**src/rtl/sp_ram_pkg.sv**
```systemverilog
// sp_ram_pkg: shared controller state type and default sizes for sp_ram_ctrl.
package sp_ram_pkg;
    typedef enum logic {CLEAR, RUN} ctrl_state_t;
    localparam int DEF_AW = 8;
    localparam int DEF_DW = 8;
    localparam int RSP_DEPTH = 2;
endpackage

```
**src/rtl/sp_ram_rsp_fifo.sv**
```systemverilog
// sp_ram_rsp_fifo: small synchronous response FIFO; DEPTH must be a power of two.
module sp_ram_rsp_fifo
    import sp_ram_pkg::*;
#(
    parameter int DW = DEF_DW,
    parameter int DEPTH = RSP_DEPTH,
    localparam int CW = $clog2(DEPTH + 1),
    localparam int PW = (DEPTH > 1) ? $clog2(DEPTH) : 1
) (
    input  logic          clk,
    input  logic          rst,
    input  logic          push,
    input  logic [DW-1:0] push_data,
    input  logic          pop,
    output logic [CW-1:0] count,
    output logic [DW-1:0] head
);
    logic [DW-1:0] mem_q [DEPTH];
    logic [DW-1:0] mem_d [DEPTH];
    logic [PW-1:0] wr_q, wr_d, rd_q, rd_d;
    logic [CW-1:0] count_q, count_d;
    logic          do_push, do_pop;

    always_comb begin
        do_pop = pop && count_q != '0;
        do_push = push && (count_q != CW'(DEPTH) || do_pop);
        mem_d = mem_q;
        if (do_push) mem_d[wr_q] = push_data;
        wr_d = wr_q + PW'(do_push);
        rd_d = rd_q + PW'(do_pop);
        count_d = count_q + CW'(do_push) - CW'(do_pop);
    end

    always_ff @(posedge clk) begin
        if (rst) begin
            mem_q <= '{default: '0};
            wr_q <= '0;
            rd_q <= '0;
            count_q <= '0;
        end else begin
            mem_q <= mem_d;
            wr_q <= wr_d;
            rd_q <= rd_d;
            count_q <= count_d;
        end
    end

    assign count = count_q;
    assign head = mem_q[rd_q];
endmodule

```
**src/rtl/sp_ram_ctrl.sv**
```systemverilog
// sp_ram_ctrl: valid/ready command front end for a read-first single-port RAM.
// Define SP_RAM_CTRL_CLEAR_EN to zero every RAM word after reset.
module sp_ram_ctrl
    import sp_ram_pkg::*;
#(
    parameter int AW = DEF_AW,
    parameter int DW = DEF_DW
) (
    input  logic          clk,
    input  logic          rst,
    input  logic          req_valid,
    output logic          req_ready,
    input  logic          req_we,
    input  logic [AW-1:0] req_addr,
    input  logic [DW-1:0] req_wdata,
    output logic          rsp_valid,
    input  logic          rsp_ready,
    output logic [DW-1:0] rsp_rdata,
    output logic          init_done,
    output logic [AW-1:0] ram_addr,
    output logic          ram_we,
    output logic [DW-1:0] ram_din,
    input  logic [DW-1:0] ram_qout
);
    localparam int CW = $clog2(RSP_DEPTH + 1);

    logic          clr, accept, credit, pop, inflight_q, inflight_d;
    logic [AW-1:0] clr_addr;
    logic [CW-1:0] count;
    logic [CW:0]   occ;

`ifdef SP_RAM_CTRL_CLEAR_EN
    ctrl_state_t state_q, state_d;
    logic [AW:0] cnt_q, cnt_d;

    always_ff @(posedge clk) begin
        if (rst) begin
            state_q <= CLEAR;
            cnt_q <= '0;
        end else begin
            state_q <= state_d;
            cnt_q <= cnt_d;
        end
    end

    always_comb begin
        state_d = (state_q == CLEAR && cnt_q == {1'b0, {AW{1'b1}}}) ? RUN : state_q;
        cnt_d = (state_q == CLEAR) ? cnt_q + (AW + 1)'(1) : cnt_q;
    end

    assign clr = state_q == CLEAR;
    assign clr_addr = cnt_q[AW-1:0];
`else
    assign clr = 1'b0;
    assign clr_addr = '0;
`endif

    // A response popped this cycle frees its slot for a read accepted on the same edge.
    always_comb begin
        pop = rsp_valid && rsp_ready;
        occ = {1'b0, count} + (CW + 1)'(inflight_q) - (CW + 1)'(pop);
        credit = occ < (CW + 1)'(RSP_DEPTH);
        req_ready = !rst && !clr && (req_we || credit);
        accept = req_valid && req_ready;
        inflight_d = accept && !req_we;
        ram_we = !rst && (clr || (accept && req_we));
        ram_addr = clr ? clr_addr : (accept ? req_addr : '0);
        ram_din = (accept && req_we) ? req_wdata : '0;
    end

    always_ff @(posedge clk) begin
        if (rst) inflight_q <= 1'b0;
        else inflight_q <= inflight_d;
    end

    sp_ram_rsp_fifo #(.DW(DW), .DEPTH(RSP_DEPTH)) u_fifo (
        .clk       (clk),
        .rst       (rst),
        .push      (inflight_q),
        .push_data (ram_qout),
        .pop       (pop),
        .count     (count),
        .head      (rsp_rdata)
    );

    assign rsp_valid = count != '0;
    assign init_done = !clr;
endmodule
```
**config.mk**
```make
export PLATFORM = sky130hd
export DESIGN_NAME = sp_ram_ctrl
export DESIGN_NICKNAME = d
export VERILOG_FILES = /design/src/rtl/sp_ram_pkg.sv /design/src/rtl/sp_ram_rsp_fifo.sv /design/src/rtl/sp_ram_ctrl.sv
export SDC_FILE = /design/constraint.sdc
export NUM_CORES = 1
export LEC_CHECK = 0
export CAP_MARGIN = 20
export CORE_ASPECT_RATIO = 0.6
export CORE_MARGIN = 2
export CORE_UTILIZATION = 42
export DETAILED_ROUTE_END_ITERATION = 16
export PLACE_DENSITY = 0.89
export REMOVE_ABC_BUFFERS = 1
export SLEW_MARGIN = 20
export SYNTH_ARGS = -nofsm -noshare
export SYNTH_HDL_FRONTEND = slang
export SYNTH_SLANG_ARGS = --single-unit
export TNS_END_PERCENT = 100
```
**constraint.sdc**
```tcl
create_clock -name clk -period 3.07 [get_ports clk]
set_input_delay 0.7675 -clock clk [delete_from_list [all_inputs] [get_ports clk]]
set_output_delay 0.7675 -clock clk [all_outputs]
set_load 0.1 [all_outputs]
```
* Word level (Yosys, flattened, before mapping) *
Cells that the tools add are included.

cells by class
  add/subtract/negate cells = 6
  multipliers = 0
  div/mod/pow operators = 0
  order comparisons = 4
  eq/ne operators = 1
  shifts and indexed selects = 0
  muxes and demuxes = 8
  bitwise operators = 2
  reductions and logical operators = 14

operator list
  operator            number
  $mux 8              6
  $bwmux 16           1
  $logic_and 1x1->1   9
  $demux 8 s1         1
  $ge 2x2->1 const B  2
  $not 1->2           2
  $add 2x1->3         1
  $lt 3x2->1 const B  1
  $sub 3x1->3         1
  $add 1x1->1         2
  $add 2x1->2         1
  $logic_not 1->1     2
  $logic_or 1x1->1    2
  $lt 2x1->1 const B  1
  $ne 2x2->1 const B  1
  $reduce_bool 2->1   1
  $sub 2x1->2         1

storage, ports and cells
  flip-flop bits (word level) = 21
  latch bits = 0
  bits in writable memories = 0
  memory bits (read-only) = 0
  bits of input ports = 29
  output and inout bits = 28
  memories kept = 0

* Longest topological paths before layout *
Gate-level depths: netlist of the first run.

  depth after elaboration = 9
  mapped depth = 6
  gate-level depth less buffers = 6

* Modules after synthesis *
From an unflattened synthesis of the first run, not the netlist that was laid out.

unflattened totals
  cells, all modules = 135
  area total of the unflattened synthesis = 1337.5 µm²

modules (own cells, without submodules)
  module           instances  cells each  area an instance (µm²)  seq. area each (µm²)
  sp_ram_rsp_fifo  1          82          890.9                   400.4
  sp_ram_ctrl      1          53          446.7                   20.0

* Worst setup path after synthesis of the first run *
Ideal clock, no wire load.

  path kind = in2out
  start = input rsp_ready
  end = output req_ready
  data arrival time = 4.155 ns
  data required time = 2.303 ns
  slack = -1.852 ns
  stages on the path = 5
  path buffers = 0
  path through = o21a_1 > ha_1 > nor2b_1 > fa_1 > o31ai_1

on the way
  longest elaborated chain between the ends = 5

RTL lines
  what               line               RTL
  start, declared    sp_ram_ctrl.sv:17  input logic rsp_ready,
  $logic_and 1x1->1  sp_ram_ctrl.sv:60  pop = rsp_valid && rsp_ready;
  $sub 3x1->3        sp_ram_ctrl.sv:61  occ = {1'b0, count} + (CW + 1)'(inflight_q) - (CW + 1)'(pop);
  $lt 3x2->1         sp_ram_ctrl.sv:62  credit = occ < (CW + 1)'(RSP_DEPTH);
  $logic_or 1x1->1   sp_ram_ctrl.sv:63  req_ready = !rst && !clr && (req_we || credit);
  $logic_and 1x1->1  sp_ram_ctrl.sv:63
  end, declared      sp_ram_ctrl.sv:12  output logic req_ready,

Every way passes these cells.

* Final worst setup path of the first run *
  start = input rsp_ready
  end = output ram_addr[1]

on the way
  longest elaborated chain between the ends = 7

RTL lines
  what               line               RTL
  $logic_and 1x1->1  sp_ram_ctrl.sv:60
  $sub 3x1->3        sp_ram_ctrl.sv:61
  $lt 3x2->1         sp_ram_ctrl.sv:62
  $logic_or 1x1->1   sp_ram_ctrl.sv:63
  $logic_and 1x1->1  sp_ram_ctrl.sv:63
  $logic_and 1x1->1  sp_ram_ctrl.sv:64  accept = req_valid && req_ready;
  $mux 8             sp_ram_ctrl.sv:67  ram_addr = clr ? clr_addr : (accept ? req_addr : '0);
  end, declared      sp_ram_ctrl.sv:20  output logic [AW-1:0] ram_addr,

Every way passes these cells.

==> results of run 1 <==
-- worst min path at each step --
stage	cells past startpoint	slack, ps	end
global route	2	530	u_fifo.mem_q[2]$_SDFFE_PP0P_
CTS	2	500	u_fifo.mem_q[10]$_SDFFE_PP0P_
floorplan	2	450	u_fifo.mem_q[0]$_SDFFE_PP0P_
finish	2	500	u_fifo.mem_q[11]$_SDFFE_PP0P_
global placement	2	470	u_fifo.mem_q[7]$_SDFFE_PP0P_
detailed placement	2	480	u_fifo.mem_q[14]$_SDFFE_PP0P_
-- registers in the layout, summed over array words and instances (netlist names) --
| name | flops |
|---|---|
| inflight_q | 1 |
| u_fifo.count | 2 |
| u_fifo.wr_q | 1 |
| u_fifo.rd_q | 1 |
| u_fifo.mem_q | 16 |
-- tightest hold or removal path, stage by stage, from the launching register on --
cell	delay, ps
dfxtp_1	330
mux2i_1	60
nor2_1	80
-- routing by layer --
metal / GRT usage, % / wire length [um] / up-vias
li1: - / - / 599
met4: 4.56 / 44 / 0
met5: 0 / 0 / -
met2: 45.9 / 2180 / 45
met1: 29.6 / 1730 / 607
met3: 7.08 / 269 / 6
-- cell families after synthesis --
kind of cell	Yosys count	share of synthesized area, %
AND/OR/NAND/NOR	51	27.1
other	1	0.290
adder cells (fa/ha/maj)	6	6.38
buffers and inverters	16	6.76
multiplexers	25	20.2
flip-flops	21	32.5
AO/OA/AOI/OAI	11	4.93
XOR/XNOR	2	1.93
-- layout by cell type (no fill, tap or decap), drive strengths merged --
cell type	count
and2	1
and2b	1
and3	8
buf	44
clkbuf	4
clkdlybuf4s50	27
conb	1
dfxtp	21
fa	1
ha	5
inv	5
mux2	9
mux2i	16
nand2	1
nand2b	1
nand4b	8
nand4bb	8
nor2	19
nor2b	3
nor4b	1
o21a	1
o21ai	8
o31a	1
o31ai	1
xnor2	2
-- cell type report --
cell class	count	area, sq um
fillers	176	647
flip-flops and latches	21	420
multi-input cells	96	872
inverters	5	18.8
well taps	42	52.6
repair buffers	71	853
clock buffers	4	45.0
-- what timing repair did --
| action | 4_1_cts | 5_1_grt |
|---|---|---|
| endpoints found under the setup margin | 9 | 9 |
| resized for setup | 22 | 3 |
| pin swaps | 17 | 12 |
| buffers inserted | 8 | 0 |
-- power by group through the flow --
| stage | clock network, mW | logic, mW | registers, mW |
|---|---|---|---|
| 3_3_place_gp | 0 | 1.20 | 0.350 |
| 4_1_cts | 0.180 | 1.49 | 0.351 |
| 2_1_floorplan | 0 | 0.822 | 0.347 |
| 5_1_grt | 0.199 | 1.61 | 0.361 |
| 3_5_place_dp | 0 | 1.24 | 0.356 |
| 6_report | 0.180 | 1.55 | 0.356 |
-- stage by stage --
step	cells	cell area [sq um]	utilization (%)	setup TNS [ps]
3_3_place_gp	227	2060	70.8	-6440
5_1_grt	239	2260	77.8	-2230
4_1_cts	239	2240	77.1	-2130
2_1_floorplan	122	1230	-	-10840
3_5_place_dp	227	2060	70.8	-7490
6_report	239	2260	77.8	-1890
==> impl_results.md, run 1 <==
- Max_slew headroom: between 60% and 70%
- Die height: 47.0 um
- Final setup margin: -271 ps
- Global-route wire length before repair: between 6 and 7 mm
- Reg2reg start: u_fifo.count[1]$_SDFF_PP0_
- Average size of a mapped cell: ~10 sq um
- RSZ-0062 raised after global routing: true
- Share of cells above drive strength 1: between 30 and 40%
- Starting Density: around 45%
- Clock Path Buffers: 2
- Final slew viol count: 0
- Boundary Pins: 57
- Clock Skews: 5.85 ps
- Worst Path Buf+Inv: 3
- DRC Markers: 0
- Status: finished with violations
- Clock transition at path regs: about 70 ps
- Wire per inst: 17.7 um
- Peak VDD IR: just under 0.0005 V
- Switching share of power: about half
- Post-Syn Area: roughly 0.0013 sq mm
- Reg2reg end: inflight_q$_SDFF_PP0_
- Top cell family by delay on the critical path: adder cells
- Critical path required time: ~2300 ps
- Clock sink count: 21
- Initial antenna violation count: 0
- P_sw: roughly 1.0 mW
- Cells after Synth: roughly 130
- Die Wd: approximately 76 um
- CTS Root Cell: clkbuf_8
- Die outline area: 0.00356 sq mm
- Starting DRT DRC Count: around 120
- Worst skew pair latency: approximately 260 ps
- Hold Slack: 501 ps
- Asr flop ratio synth: 0%
- Clk network pwr share: 8.6%
- Critical Path Start: rsp_ready
- #FFs+latches synth: 21
- Commonest register cell after synthesis: dfxtp_1
- CTS tree: done
- WS Path Type: in2out
- Final worst path period need: roughly 3300 ps
- Final WL: around 4.2 mm
- Post-synth EDFFs: 0
- Worst-Margin Slew: slightly below 600 ps
- Hold path startpoint: u_fifo.mem_q[11]$_SDFFE_PP0P_
- WP depth: 9
- Fin crit share: 109%
- R2r setup slk: ~1000 ps
- Pwr Density: 922 mW/mm^2
- Drt pass-1 iters: 4
- ANT nets after route: 0
- Core Region: between 0.002 and 0.003 sq mm
- Count of final setup violators: 9
- Via Count: 1,257
- Synth area leaders: dfxtp_1, mux2i_1, mux2_2
- Final nets: roughly 230
- Max FO, Critical Path: 5
- CP endpoint kind: output pin
- Register area share after synthesis: around a third
- Most used cell, CP: buf_6
- Post-Place Worst Slack: -883 ps
- Antenna fix cells: 0
- Area grow syn2layout: 74.7%
- Crit start category: input port
- Worst R2R Path Depth: 8
- Pin count of the biggest net entering global routing: 40
- Total Routing Usage GR: 24.8%
- Unique masters post-synth: 28
- PortBufs: between 50 and 60
- Sequential Power Share: between 15 and 20%
- CP max stage cell: fa_2
- WP data arrival: 2570 ps
- FP Rows: 15
- Vias per cell: around 5.3
- Most frequent cell after synthesis: dfxtp_1
- Failing checks: setup timing
- Gpl congestion: approximately 0.83
- CTS Buf Count: 3
- Total Power: 2.09 mW
- P_int: approximately 1.0 mW
- Final hold violation count: 0
- Max Clk Rate: between 0.2 and 0.3 GHz
- CP Capture Point: ram_addr[1]
- Ys Warns: 0
- Max cap viols: 0
- CP max stage delay: ~460 ps
- Post-synth top area share: roughly a third
- Hold_buf cts: 0
- Gate power share: between 70 and 80%
- H-tree Lvls: 1
- Synth top cells by count: dfxtp_1, nor2_1, mux2i_1
- Largest area contributor in the netlist: dfxtp_1
- Vias in the first global route: 1,272
- Detail Placement HPWL: around 2.8 mm
- Static leakage: slightly above 0.9 nW
- Worst Hold Class: reg2reg
- Grt total ovfl: 0
- Crit-path cells: buf_6 > o21a_4 > ha_4 > nor2b_4 > fa_2 > buf_6 > nand4bb_1 > o21ai_2 > buf_12
Note: power is estimated with default switching activity, not from simulation.
==> run 2: changes to the inputs <==
CORE_UTILIZATION = 45   (was 42)
GPL_TIMING_DRIVEN = 0   (was default)
PLACE_DENSITY = 0.88   (was 0.89)
clock period = 3.86 ns   (was 3.07 ns; I/O delays follow)
==> impl_results.md, run 2 (synthesis gave the netlist of run 1 again) <==
- Total Routing Usage GR: 20.4% (was 24.8%)
- Final worst path period need: between 3000 and 4000 ps
- Worst R2R Path Depth: 6 (was 8)
- Final nets: 223 (was 233)
- Die height: 45.6 um (was 47.0 um)
- Pin count of the biggest net entering global routing: 41 (was 40)
- Peak VDD IR: 0.000333 V (was 0.000488 V)
- Final core utilization: 71.9% (was 77.8%)
- Die outline area: 0.00334 sq mm (was 0.00356 sq mm)
- Area grow syn2layout: 55.3% (was 74.7%)
- Most frequent cells in the layout: clkdlybuf4s50_1, dfxtp_1, nor2_1, mux2i_1 (was clkdlybuf4s50_1, dfxtp_1, buf_4, nor2_1, buf_12)
- FP Rows: 15 (unchanged)
- Worst Path Buf+Inv: 3 (unchanged)
- Global-route wire length before repair: 5.11 mm (was 6.35 mm)
- CTS tree: done (unchanged)
- Switching share of power: 52.6% (was 49.8%)
- Hold_buf cts: 0 (unchanged)
- P_int: 696 uW (was 1.05 mW)
- Top cell family by delay on the critical path: adder cells (unchanged)
- DR top layer: met4 (unchanged)
- Hold path startpoint: u_fifo.mem_q[4]$_SDFFE_PP0P_ (was u_fifo.mem_q[11]$_SDFFE_PP0P_)
- Total negative slack: 0 ps (was -1890 ps)
- Fin crit share: 99.5%
- Clock transition at path regs: 70 ps (about the same)
- Max reg flops: 16 (unchanged)
- Wire per inst: 16.0 um (was 17.7 um)
- Sequential Power Share: 19.7% (was 17.1%)
- Reg2reg end: inflight_q$_SDFF_PP0_ (unchanged)
- Grt total ovfl: 0 (unchanged)
- Starting DRT DRC Count: 75 (was 115)
- ANT nets after route: 0 (unchanged)
- Worst-Margin Slew: 1030 ps (was 578 ps)
- WS Path Type: in2out (unchanged)
- Met1 wire length: 1.57 mm (was 1.73 mm)
- CTS Root Cell: clkbuf_8 (unchanged)
- Worst skew pair latency: 260 ps (about the same)
- Crit-path cells: buf_6 > o21a_1 > ha_4 > nor2b_4 > fa_2 > buf_6 > nand4bb_1 > o21ai_1 > buf_6 (was buf_6 > o21a_4 > ha_4 > nor2b_4 > fa_2 > buf_6 > nand4bb_1 > o21ai_2 > buf_12)
- Metal2 WL: 1.73 mm (was 2.18 mm)
- Clock Path Buffers: 2 (unchanged)
- Hold endpoint: u_fifo.mem_q[4]$_SDFFE_PP0P_ (was u_fifo.mem_q[11]$_SDFFE_PP0P_)
- CP max stage cell: fa_2 (unchanged)
- Gpl congestion: 0.707 (was 0.834)
- Clock Skews: 11.3 ps (was 5.85 ps)
- Sequential cell area: 420 sq um (unchanged)
- Metal3 WL: 156 um (was 269 um)
- Initial antenna violation count: 0 (unchanged)
- Final slew viol count: 0 (unchanged)
- Post-Place Cell Area: 0.00182 sq mm (was 0.00206 sq mm)
- Final WL: 3.53 mm (was 4.23 mm)
- H-tree Lvls: 1 (unchanged)
- Pwr Density: 730 mW/mm^2 (was 922 mW/mm^2)
- Total Power: 1.47 mW (was 2.09 mW)
- DRC Markers: 0 (unchanged)
- Boundary Pins: 57 (unchanged)
- Fillers: 182 (was 176)
- WP data arrival: 2870 ps (was 2570 ps)
- Critical path required time: 2890 ps (was 2300 ps)
- Count of final setup violators: 0 (was 9)
- Post-route cell area: 0.00201 sq mm (was 0.00226 sq mm)
- Die Wd: 73.3 um (was 75.7 um)
- CTS Buf Count: 3 (unchanged)
- Share of cells above drive strength 1: 26.2% (was 36.0%)
- Final hold violation count: 0 (unchanged)
- R2r setup slk: 1830 ps (was 1040 ps)
- Starting Density: 46.3% (was 44.5%)
- Crit start category: input port (unchanged)
- Static leakage: 0.779 nW (was 0.914 nW)
- Core Region: 0.00280 sq mm (was 0.00291 sq mm)
- Hold Slack: 495 ps (was 501 ps)
- Via Count: 1,179 (was 1,257)
- CP max stage delay: 470 ps (was 460 ps)
- Worst Hold Class: reg2reg (unchanged)
- Clock sink count: 21 (unchanged)
- Largest Register: u_fifo.mem_q (unchanged)
- Drt pass-1 iters: 5 (was 4)
- WHS Path Cells: 2 (unchanged)
- CP endpoint kind: output pin (unchanged)
- Max_slew headroom: 31.3% (was 61.4%)
- Vias in the first global route: 1,141 (was 1,272)
- P_sw: 773 uW (was 1.04 mW)
- Gate power share: 70.6% (was 74.3%)
- Commonest non-fill, non-tap cell in the layout: clkdlybuf4s50_1 (unchanged)
- Max cap viols: 0 (unchanged)
- Clk network pwr share: 9.7% (was 8.6%)
- Vias per cell: 5.33 (was 5.26)
- PortBufs: 55 (unchanged)
- Detail Placement HPWL: 2.49 mm (was 2.77 mm)
- Reg2reg start: u_fifo.count[1]$_SDFF_PP0_ (unchanged)
- Multi-input logic area: 841 sq um (was 872 sq um)
- Most used cell, CP: buf_6 (unchanged)
- Antenna fix cells: 0 (unchanged)
- Max FO, Critical Path: 5 (unchanged)
- Status: complete, no violations (was finished with violations)
- Max Clk Rate: between 0.2 and 0.3 GHz
-- run 2: cell count changes in the layout (fill, tap and decap cells not counted), sizes merged --
cell	change
clkdlybuf4s50	+8
clkdlybuf4s18	+1
clkinv	+1
clkdlybuf4s15	+9
buf	-29
-- run 2: through the flow --
stage | std cells | setup WS [ps]
finish | 221 | 20.9
detailed placement | 211 | -1310
CTS | 219 | 72.0
global route | 221 | -16.6
global placement | 211 | -1240
floorplan | 122 | -1460
-- run 2: power groups by stage --
stage | Sequential [mW] | Combinational, mW | Clock (mW)
6_report | 0.289 | 1.04 | 0.143
5_1_grt | 0.294 | 1.08 | 0.157
4_1_cts | 0.284 | 0.942 | 0.143
3_5_place_dp | 0.289 | 0.844 | 0
3_3_place_gp | 0.283 | 0.825 | 0
2_1_floorplan | 0.276 | 0.654 | 0
-- run 2: tightest hold or removal path, cell delays in order (launching register included) --
cell	delay, ps
dfxtp_1	320
mux2i_1	60
nor2_1	80
-- run 2: worst max path at each step --
stage,from,to,slack [ps],cells past startpoint
floorplan,rsp_ready,req_ready,-1460,5
global placement,rsp_ready,ram_addr[7],-1240,8
detailed placement,rsp_ready,ram_addr[7],-1310,8
CTS,req_valid,ram_din[3],70,4
global route,rsp_ready,ram_addr[2],-20,9
finish,rsp_ready,ram_addr[2],20,9
-- run 2: timing repair --
item | CTS | global route
endpoints found under the setup margin | 18 | 9
cloned | 0 | 0
resized for setup | 105 | 12
buffers inserted | 4 | 2
pin swaps | 4 | 5
-- run 2: final cells by class --
cell class | instances | share of cell area (%)
tap | 34 | 2.12
inverter | 5 | 0.933
sequential | 21 | 20.9
clock buffer | 3 | 2.05
timing repair buffer | 61 | 31.9
multi-input combinational | 96 | 41.8
clock inverter | 1 | 0.249
-- run 2: routing by layer --
metal / global-route usage [%] / vias up
li1: - / 576
met1: 26.4 / 568
met2: 34.4 / 28
met3: 5.09 / 7
met4: 5.56 / 0
met5: 0 / -
